[src/rtl/mem_dcache_req_pkg.sv]
// Shared types for the MEM-stage data-cache request stage: FSM state
// encoding, the pipeline slot record and the "does this slot touch memory"
// predicate used by both the slot register and the FSM.
package mem_dcache_req_pkg;

    localparam int MEM_DATA_W = 32;
    localparam int MEM_WEN_W  = MEM_DATA_W / 8;
    localparam int MEM_DST_W  = 5;

    typedef enum logic [2:0] {
        MREQ_IDLE,
        MREQ_REQ,
        MREQ_WAIT,
        MREQ_DONE,
        MREQ_DRAIN
    } MemReqState;

    typedef struct packed {
        logic [MEM_DATA_W-1:0] addr;
        logic [MEM_WEN_W-1:0]  wen;
        logic [MEM_DATA_W-1:0] wdata;
        logic                  isload;
        logic [MEM_DST_W-1:0]  dst;
        logic                  regwr;
        logic                  except;
        logic                  valid;
    } MemSlotType;

    // An excepted instruction never touches memory; otherwise loads and
    // stores (any byte enable set) need a DCache access.
    function automatic logic needs_access(input logic                 except,
                                          input logic                 isload,
                                          input logic [MEM_WEN_W-1:0] wen);
        return ~except & (isload | (|wen));
    endfunction

endpackage

[src/rtl/mem_dcache_req_fsm.sv]
// Request-tracking FSM for the MEM slot: sequences one DCache access at a
// time, absorbs responses orphaned by a flush, and decodes stall/done.
module mem_req_fsm
    import mem_dcache_req_pkg::*;
(
    input  logic       clk,
    input  logic       rst,
    input  logic       flush,
    input  logic       wr,
    input  logic       slot_valid,
    input  logic       need_acc,
    input  logic       need_in,
    input  logic       slot_store,
    input  logic       req_ready,
    input  logic       resp_valid,
    output MemReqState state,
    output logic       req_valid,
    output logic       stall,
    output logic       done
);

    // State register; req_valid is registered alongside it and is high
    // exactly while the state is REQ.
    always_ff @(posedge clk) begin
        if (rst) begin
            state     <= MREQ_IDLE;
            req_valid <= 1'b0;
        end else begin
            req_valid <= 1'b0;
            case (state)
                MREQ_IDLE: begin
                    if (!flush && need_acc) begin
                        state     <= MREQ_REQ;
                        req_valid <= 1'b1;
                    end
                end
                MREQ_REQ: begin
                    if (req_ready) begin
                        // A handshake on the flush edge still counts: the
                        // store commits, the load's response must be drained.
                        if (flush)
                            state <= slot_store ? MREQ_IDLE : MREQ_DRAIN;
                        else
                            state <= slot_store ? MREQ_DONE : MREQ_WAIT;
                    end else if (flush) begin
                        state <= MREQ_IDLE;
                    end else begin
                        req_valid <= 1'b1;
                    end
                end
                MREQ_WAIT: begin
                    if (flush)
                        state <= resp_valid ? MREQ_IDLE : MREQ_DRAIN;
                    else if (resp_valid)
                        state <= MREQ_DONE;
                end
                MREQ_DONE: begin
                    if (flush) begin
                        state <= MREQ_IDLE;
                    end else if (wr) begin
                        state     <= need_in ? MREQ_REQ : MREQ_IDLE;
                        req_valid <= need_in;
                    end
                end
                MREQ_DRAIN: begin
                    if (resp_valid) begin
                        if (flush) begin
                            state <= MREQ_IDLE;
                        end else if (wr) begin
                            state     <= need_in ? MREQ_REQ : MREQ_IDLE;
                            req_valid <= need_in;
                        end else begin
                            state     <= need_acc ? MREQ_REQ : MREQ_IDLE;
                            req_valid <= need_acc;
                        end
                    end
                end
                default: state <= MREQ_IDLE;
            endcase
        end
    end

    // Stall while the slot's access is outstanding, or while an orphaned
    // response is still due and a new slot is waiting behind it.
    always_comb begin
        stall = (need_acc && state != MREQ_DONE) ||
                (state == MREQ_DRAIN && slot_valid);
        done  = (state == MREQ_DONE) ||
                (slot_valid && !need_acc && state != MREQ_DRAIN);
    end

endmodule

[src/rtl/mem_dcache_req.sv]
// MEM-stage data-cache request stage: holds the slot latched from EXE,
// drives the DCache request from it, captures load data and exports the
// forwarding value/destination back to EXE. Slot widths follow the package.
module mem_dcache_req
    import mem_dcache_req_pkg::*;
#(
    parameter int DATA_W = MEM_DATA_W,
    parameter int WEN_W  = MEM_WEN_W
) (
    input  logic              clk,
    input  logic              rst,
    input  logic              MEM_Flush,
    input  logic              MEM_Wr,
    input  logic [DATA_W-1:0] EXE_ALUOut,
    input  logic [WEN_W-1:0]  EXE_DCache_Wen,
    input  logic [DATA_W-1:0] EXE_DataToDcache,
    input  logic              EXE_IsLoad,
    input  logic [4:0]        EXE_Dst,
    input  logic              EXE_RegWr,
    input  logic              EXE_ExceptValid,
    output logic              req_valid,
    input  logic              req_ready,
    output logic [DATA_W-1:0] req_addr,
    output logic [WEN_W-1:0]  req_wen,
    output logic [DATA_W-1:0] req_wdata,
    input  logic              resp_valid,
    input  logic [DATA_W-1:0] resp_rdata,
    output logic [DATA_W-1:0] MEM_Result,
    output logic [4:0]        MEM_Dst,
    output logic              MEM_RegWr,
    output logic [DATA_W-1:0] MEM_LoadData,
    output logic              MEM_Done,
    output logic              MEM_Stall
);

    MemSlotType slot;
    MemReqState state;
    logic       need_acc;
    logic       need_in;

    // Slot register: reset beats flush beats a new load from EXE. A flush
    // only kills validity and the write flag so forwarding fields linger.
    always_ff @(posedge clk) begin
        if (rst) begin
            slot <= '0;
        end else if (MEM_Flush) begin
            slot.valid <= 1'b0;
            slot.regwr <= 1'b0;
        end else if (MEM_Wr) begin
            slot <= '{addr:   EXE_ALUOut,
                      wen:    EXE_DCache_Wen,
                      wdata:  EXE_DataToDcache,
                      isload: EXE_IsLoad,
                      dst:    EXE_Dst,
                      regwr:  EXE_RegWr,
                      except: EXE_ExceptValid,
                      valid:  1'b1};
        end
    end

    // Load data is captured only for a live slot; responses that arrive
    // during a flush or in DRAIN belong to a killed instruction.
    always_ff @(posedge clk) begin
        if (rst)
            MEM_LoadData <= '0;
        else if (state == MREQ_WAIT && resp_valid && !MEM_Flush)
            MEM_LoadData <= resp_rdata;
    end

    // Access predicates for the held slot and for the slot arriving from EXE.
    always_comb begin
        need_acc = slot.valid & needs_access(slot.except, slot.isload, slot.wen);
        need_in  = needs_access(EXE_ExceptValid, EXE_IsLoad, EXE_DCache_Wen);
    end

    // Request fields come straight from the slot, which cannot change while
    // the request is pending because the stall holds MEM_Wr off.
    always_comb begin
        req_addr   = slot.addr;
        req_wen    = slot.wen;
        req_wdata  = slot.wdata;
        MEM_Result = slot.addr;
        MEM_Dst    = slot.dst;
        MEM_RegWr  = slot.regwr & slot.valid;
    end

    mem_req_fsm u_fsm (
        .clk        (clk),
        .rst        (rst),
        .flush      (MEM_Flush),
        .wr         (MEM_Wr),
        .slot_valid (slot.valid),
        .need_acc   (need_acc),
        .need_in    (need_in),
        .slot_store (|slot.wen),
        .req_ready  (req_ready),
        .resp_valid (resp_valid),
        .state      (state),
        .req_valid  (req_valid),
        .stall      (MEM_Stall),
        .done       (MEM_Done)
    );

endmodule

[config.mk]
export PLATFORM = sky130hd
export DESIGN_NAME = mem_dcache_req
export DESIGN_NICKNAME = d
export VERILOG_FILES = /design/src/rtl/mem_dcache_req_pkg.sv /design/src/rtl/mem_dcache_req_fsm.sv /design/src/rtl/mem_dcache_req.sv
export SDC_FILE = /design/constraint.sdc
export NUM_CORES = 1
export LEC_CHECK = 0
export CAP_MARGIN = 20
export CORE_UTILIZATION = 40
export CTS_BUF_LIST = sky130_fd_sc_hd__clkbuf_4
export CTS_CLUSTER_DIAMETER = 50
export DETAILED_ROUTE_END_ITERATION = 6
export PLACE_DENSITY = 0.79
export SYNTH_ARGS = -nofsm -noshare
export SYNTH_HDL_FRONTEND = slang
export SYNTH_HIERARCHICAL = 1
export SYNTH_SLANG_ARGS = --single-unit
[constraint.sdc]
create_clock -name clk -period 3.1 [get_ports clk]
set_input_delay 0.465 -clock clk [delete_from_list [all_inputs] [get_ports clk]]
set_output_delay 0.465 -clock clk [all_outputs]
set_load 0.005 [all_outputs]
### Word level (Yosys, flattened, before mapping)

Cells that the tools add are included.

| operators by class | value |
|---|---|
| reduce and logical (&&, ||, !) cells | 17 |
| equality and inequality tests | 11 |
| bitwise gates (word level) | 9 |
| mux-type cells | 26 |

Operators with widths:

| operator | number |
|---|---|
| $mux W3 | 13 |
| $pmux W3 S5 | 1 |
| $ne A3 B3 Y1 const B | 4 |
| $mux W1 | 11 |
| $reduce_or A4 Y1 | 2 |
| $logic_and A1 B1 Y1 | 7 |
| $eq A3 B2 Y1 const B | 2 |
| $reduce_and A5 Y1 | 1 |
| $and A1 B1 Y1 | 4 |
| $pmux W1 S4 | 1 |
| $eq A3 B1 Y1 const B | 1 |
| $eq A3 B3 Y1 const B | 1 |
| $logic_not A3 Y1 | 1 |
| $ne A3 B2 Y1 const B | 1 |
| $not A1 Y1 | 3 |
| $logic_not A1 Y1 | 2 |
| $logic_or A1 B1 Y1 | 2 |
| $ne A2 B1 Y1 const B | 1 |
| $ne A2 B2 Y1 const B | 1 |
| $or A1 B1 Y1 | 2 |
| $reduce_and A2 Y1 | 1 |
| $reduce_or A2 Y1 | 1 |

| storage, ports and cells | value |
|---|---|
| input bits | 114 |
| bits in registers | 113 |
| word-level logic and storage cells | 74 |
| output and inout port bits | 141 |

### Longest topological paths before layout

| logic depth | value |
|---|---|
| word-level depth | 9 |
| gate-level depth with buffers | 7 |
| mapped depth without buffers | 7 |

### Cells and area by module

Netlist, hierarchy kept.

Modules (own cells, without submodules):

| module | cells each | seq. area each (sq um) | area an instance (sq um) | times used |
|---|---|---|---|---|
| mem_dcache_req | 584 | 2182.1 | 4916.0 | 1 |
| mem_req_fsm | 44 | 80.1 | 336.6 | 1 |

### Worst setup path after synthesis

No wires, ideal clock.

| timing path | value |
|---|---|
| kind | register -> output |
| start | register slot, in the netlist req_wen[3] |
| end | output MEM_Done |
| arrival | 1.405 ns |
| slack | 1.230 ns |
| stages on the path, launching flop included | 7 |
| data required time | 2.635 ns |
| buffers on the path | 0 |
| cells stage by stage | dfxtp_1 or4_1 nor2_1 nor3b_1 nand2b_1 a21oi_1 o21bai_1 |

| between the ends | value |
|---|---|
| word-level cells in the longest chain between the ends | 8 |

Ends and longest elaborated chain:

| item | RTL line | text |
|---|---|---|
| from (decl) | mem_dcache_req.sv:36 | `MemSlotType slot;` |
| from (signal assigned) | mem_dcache_req.sv:50 | `slot <= '{addr: EXE_ALUOut,` |
| $reduce_or A4 Y1 | mem_dcache_req_pkg.sv:34 | `return ~except & (isload \| (\|wen));` |
| $or A1 B1 Y1 | mem_dcache_req_pkg.sv:34 |  |
| $and A1 B1 Y1 | mem_dcache_req_pkg.sv:34 |  |
| $and A1 B1 Y1 | mem_dcache_req.sv:72 | `need_acc = slot.valid & needs_access(slot.except, slot.isload, slot.wen);` |
| net need_acc | mem_dcache_req.sv:38 | `logic need_acc;` |
| $logic_not A1 Y1 | mem_dcache_req_fsm.sv:89 | `(slot_valid && !need_acc && state != MREQ_DRAIN);` |
| $logic_and A1 B1 Y1 (2 in series) | mem_dcache_req_fsm.sv:89 |  |
| $logic_or A1 B1 Y1 | mem_dcache_req_fsm.sv:88 | `done = (state == MREQ_DONE) \|\|` |
| to (decl) | mem_dcache_req.sv:32 | `output logic MEM_Done,` |

The timed path passes the listed nets, and every way through them passes these cells.

### Final worst setup path

Same ends and word-level chain as after synthesis.

==> results.md <==
* Status: finished clean
* Post-Route Setup TNS at 0 ns
* Die H at 117 um
* Row cnt at 41
* Syn_area_per_cell at 8.36 um^2
* Syn Inst Count at 628
* Num CTS Buffers at 17
* Max-cap viol count at 0
* VDD IR max at 0.239 mV
* Hold_buf cts at 0
* GRT overflow at 0
* DRT iter0 DRCs at 218
* Placed insts at 919
* RSZ-0062 raised after global routing: false
* Via count at 4409
* Starting Density at 41.3%
* Worst Skew at 0.0153 ns
* DR pass1 iterations at 5
* Clock Path Buffers at 2
* Clock latency on the worst-skew pair at 0.52 ns
* Fin. max-slew vios at 0
* Post-synth EDFFs at 0
* Relative slew margins at 56.9%
* Yosys Warn Count at 6
* Die area at 0.0136 mm^2
* Initial antenna violation count at 0
* Vias in the first global route at 4060
* Final-report hold violation count at 0
* First-pass GRT wire length at 19400 um
* Measured slew at the worst slew-check pin at 0.631 ns
* Hold Startpoint: rst
* Critical Path RT at 2.63 ns
* Crit path DAT at 2.39 ns
* Async set-reset flop share out of synthesis at 0%
* Ports at 255
* TritonCTS clock tree: done
* Total GRT Usage at 18.9%
* LEAKAGE at 2.56 nW
* Layout Area Growth over Synthesis at 39.7%
* Setup violations, final at 0
* Port bufs at 254
* Post-CTS Setup Bufs at 0
* HP Class: input pin to register
* Routed wire length at 13100 um
* Yosys reg bits at 113
* Utilization after layout at 57.7%
* Core Region at 0.0127 mm^2
* Final Wtd Congestion at 0.828
* Register area share after synthesis at 43.1%
* Largest net degree at the start of global routing at 79
* Final HPWL DP at 9690 um
* Fraction of synthesized cell area taken by the top area cell type at 43.1%
* CP Launch Type: register
* Dominant cell type by area after synthesis: dfxtp_1
* Hold_ws at 0.454 ns
* Die width at 117 um
* Crit. End Element: output pin
* Top cells by instance count after synthesis: nand2_1, dfxtp_1, buf_4
* # nets final at 880
* WL/cell at 13.8 um
* Syn_nets at 742
* Kind of critical path: register to output pin
* Placed Area at 0.00710 mm^2
* Share of cells above drive strength 1 at 5.13%
* Final min period at 2.86 ns
* Top-count cell post-synth: nand2_1
* Post-synth design cell area at 0.00525 mm^2
* Fin area at 0.00734 mm^2
* CTS sink cnt at 113
* Max Clk Rate at 350 MHz
* Synth Flop Type: dfxtp_1
* CTS clk-pin slew, worst paths at 0.09 ns
* Largest cells by area after synthesis: dfxtp_1, buf_4, nand2_1, nand2b_1, a21oi_1
* Antenna Nets Post-Route at 0
* DR vias/cell at 4.64
* Fill cells at 1180
* Power per cell area at 397 mW/mm^2
* H-tree level count at 4
* Netlist cell types at 33
* RR Startpoint: req_wen[3]$_SDFFE_PP0P_
* Root buffer cell: clkbuf_4
* Post-Layout Cell Count at 951
* CP Max Fanout at 6
* Diodes inserted at 0
* Final worst path period share at 92.1%
* Critical path origin: req_wen[3]$_SDFFE_PP0P_
* DRC at 0
## critical path, cell delays in order, from the launching register on
cell,delay [ns]
dfxtp_1,0.33
or4_1,0.60
nor2_2,0.13
nor3b_2,0.08
nand2b_1,0.17
a21oi_1,0.14
o21bai_1,0.14
dlygate4sd2_1,0.28
## per-stage QoR
step                setup slack (ns)  power, mW
floorplan                       1.23       1.79
global placement               0.498       2.00
detailed placement             0.477       2.02
CTS                            0.130       2.96
global route                  0.0343       3.07
finish                         0.245       2.91
## power by group
group	switching, mW	internal [mW]
Combinational	0.161	0.287
Clock	0.510	0.422
Sequential	0.0320	1.50
Total	0.703	2.21
## sequential cells by signal, summed over array words and instances (netlist names)
register         flops
MEM_Dst              5
req_wdata           32
u_fsm/state          3
MEM_LoadData        32
slot                 4
MEM_Result          32
req_wen              4
u_fsm/req_valid      1
## cells in the final DEF, fill, tap and decap left out, types with 2 or more instances in the layout
cell type | synthesis | layout
nor3b_1 | 3 | 2
mux2i_1 | 34 | 34
buf_12 | 0 | 2
a2111oi_0 | 2 | 2
inv_1 | 2 | 2
nand3_1 | 4 | 4
nor3_1 | 4 | 4
nor2_1 | 5 | 4
clkdlybuf4s50_1 | 0 | 252
a21oi_1 | 82 | 82
buf_4 | 107 | 5
clkinv_1 | 0 | 7
clkbuf_4 | 0 | 22
dfxtp_1 | 113 | 113
nand2_1 | 154 | 154
nand2b_1 | 66 | 65
## worst paths after layout
kind,endpoint,slack (ns),cells past startpoint
max,MEM_Done,0.24,7
min,req_wen[0]$_SDFFE_PP0P_,0.45,2
max reg2reg,u_fsm/state[0]$_SDFFE_PP0P_,1.09,5
min reg2reg,req_wdata[26]$_SDFFE_PP0P_,0.46,2
## what timing repair did
action,in CTS,in global routing
setup endpoints to repair,1,2
cloned,0,0
gates resized for setup,1,2
## per-layer routing
metal  share of wire [%]  GRT usage, %  vias up  wire length [um]
li1                    -             -     2202                 -
met1                  37          18.8     1993              4880
met2                  50          33.1      192              6550
met3                  11          9.55       22              1470
met4                 1.8          8.44        0               243
met5                   0             0        -                 0
## logic make-up after synthesis
logic type / count (synthesis) / synth area share [%]
AND/OR/NAND/NOR: 244 / 21.9
AO/OA/AOI/OAI: 93 / 9.55
flip-flops: 113 / 43.1
multiplexers: 34 / 6.48
buffers and inverters: 144 / 19.0
## layout make-up
cell class | instances | area, um^2 | area share, %
sequential | 113 | 2260 | 30.8
clock inverter | 10 | 68.8 | 0.938
tap | 172 | 215 | 2.93
timing repair buffer | 260 | 2610 | 35.6
clock buffer | 22 | 165 | 2.25
inverter | 3 | 11.3 | 0.154
multi-input combinational | 371 | 2000 | 27.3
No activity file was read; power rests on OpenSTA's default activity.
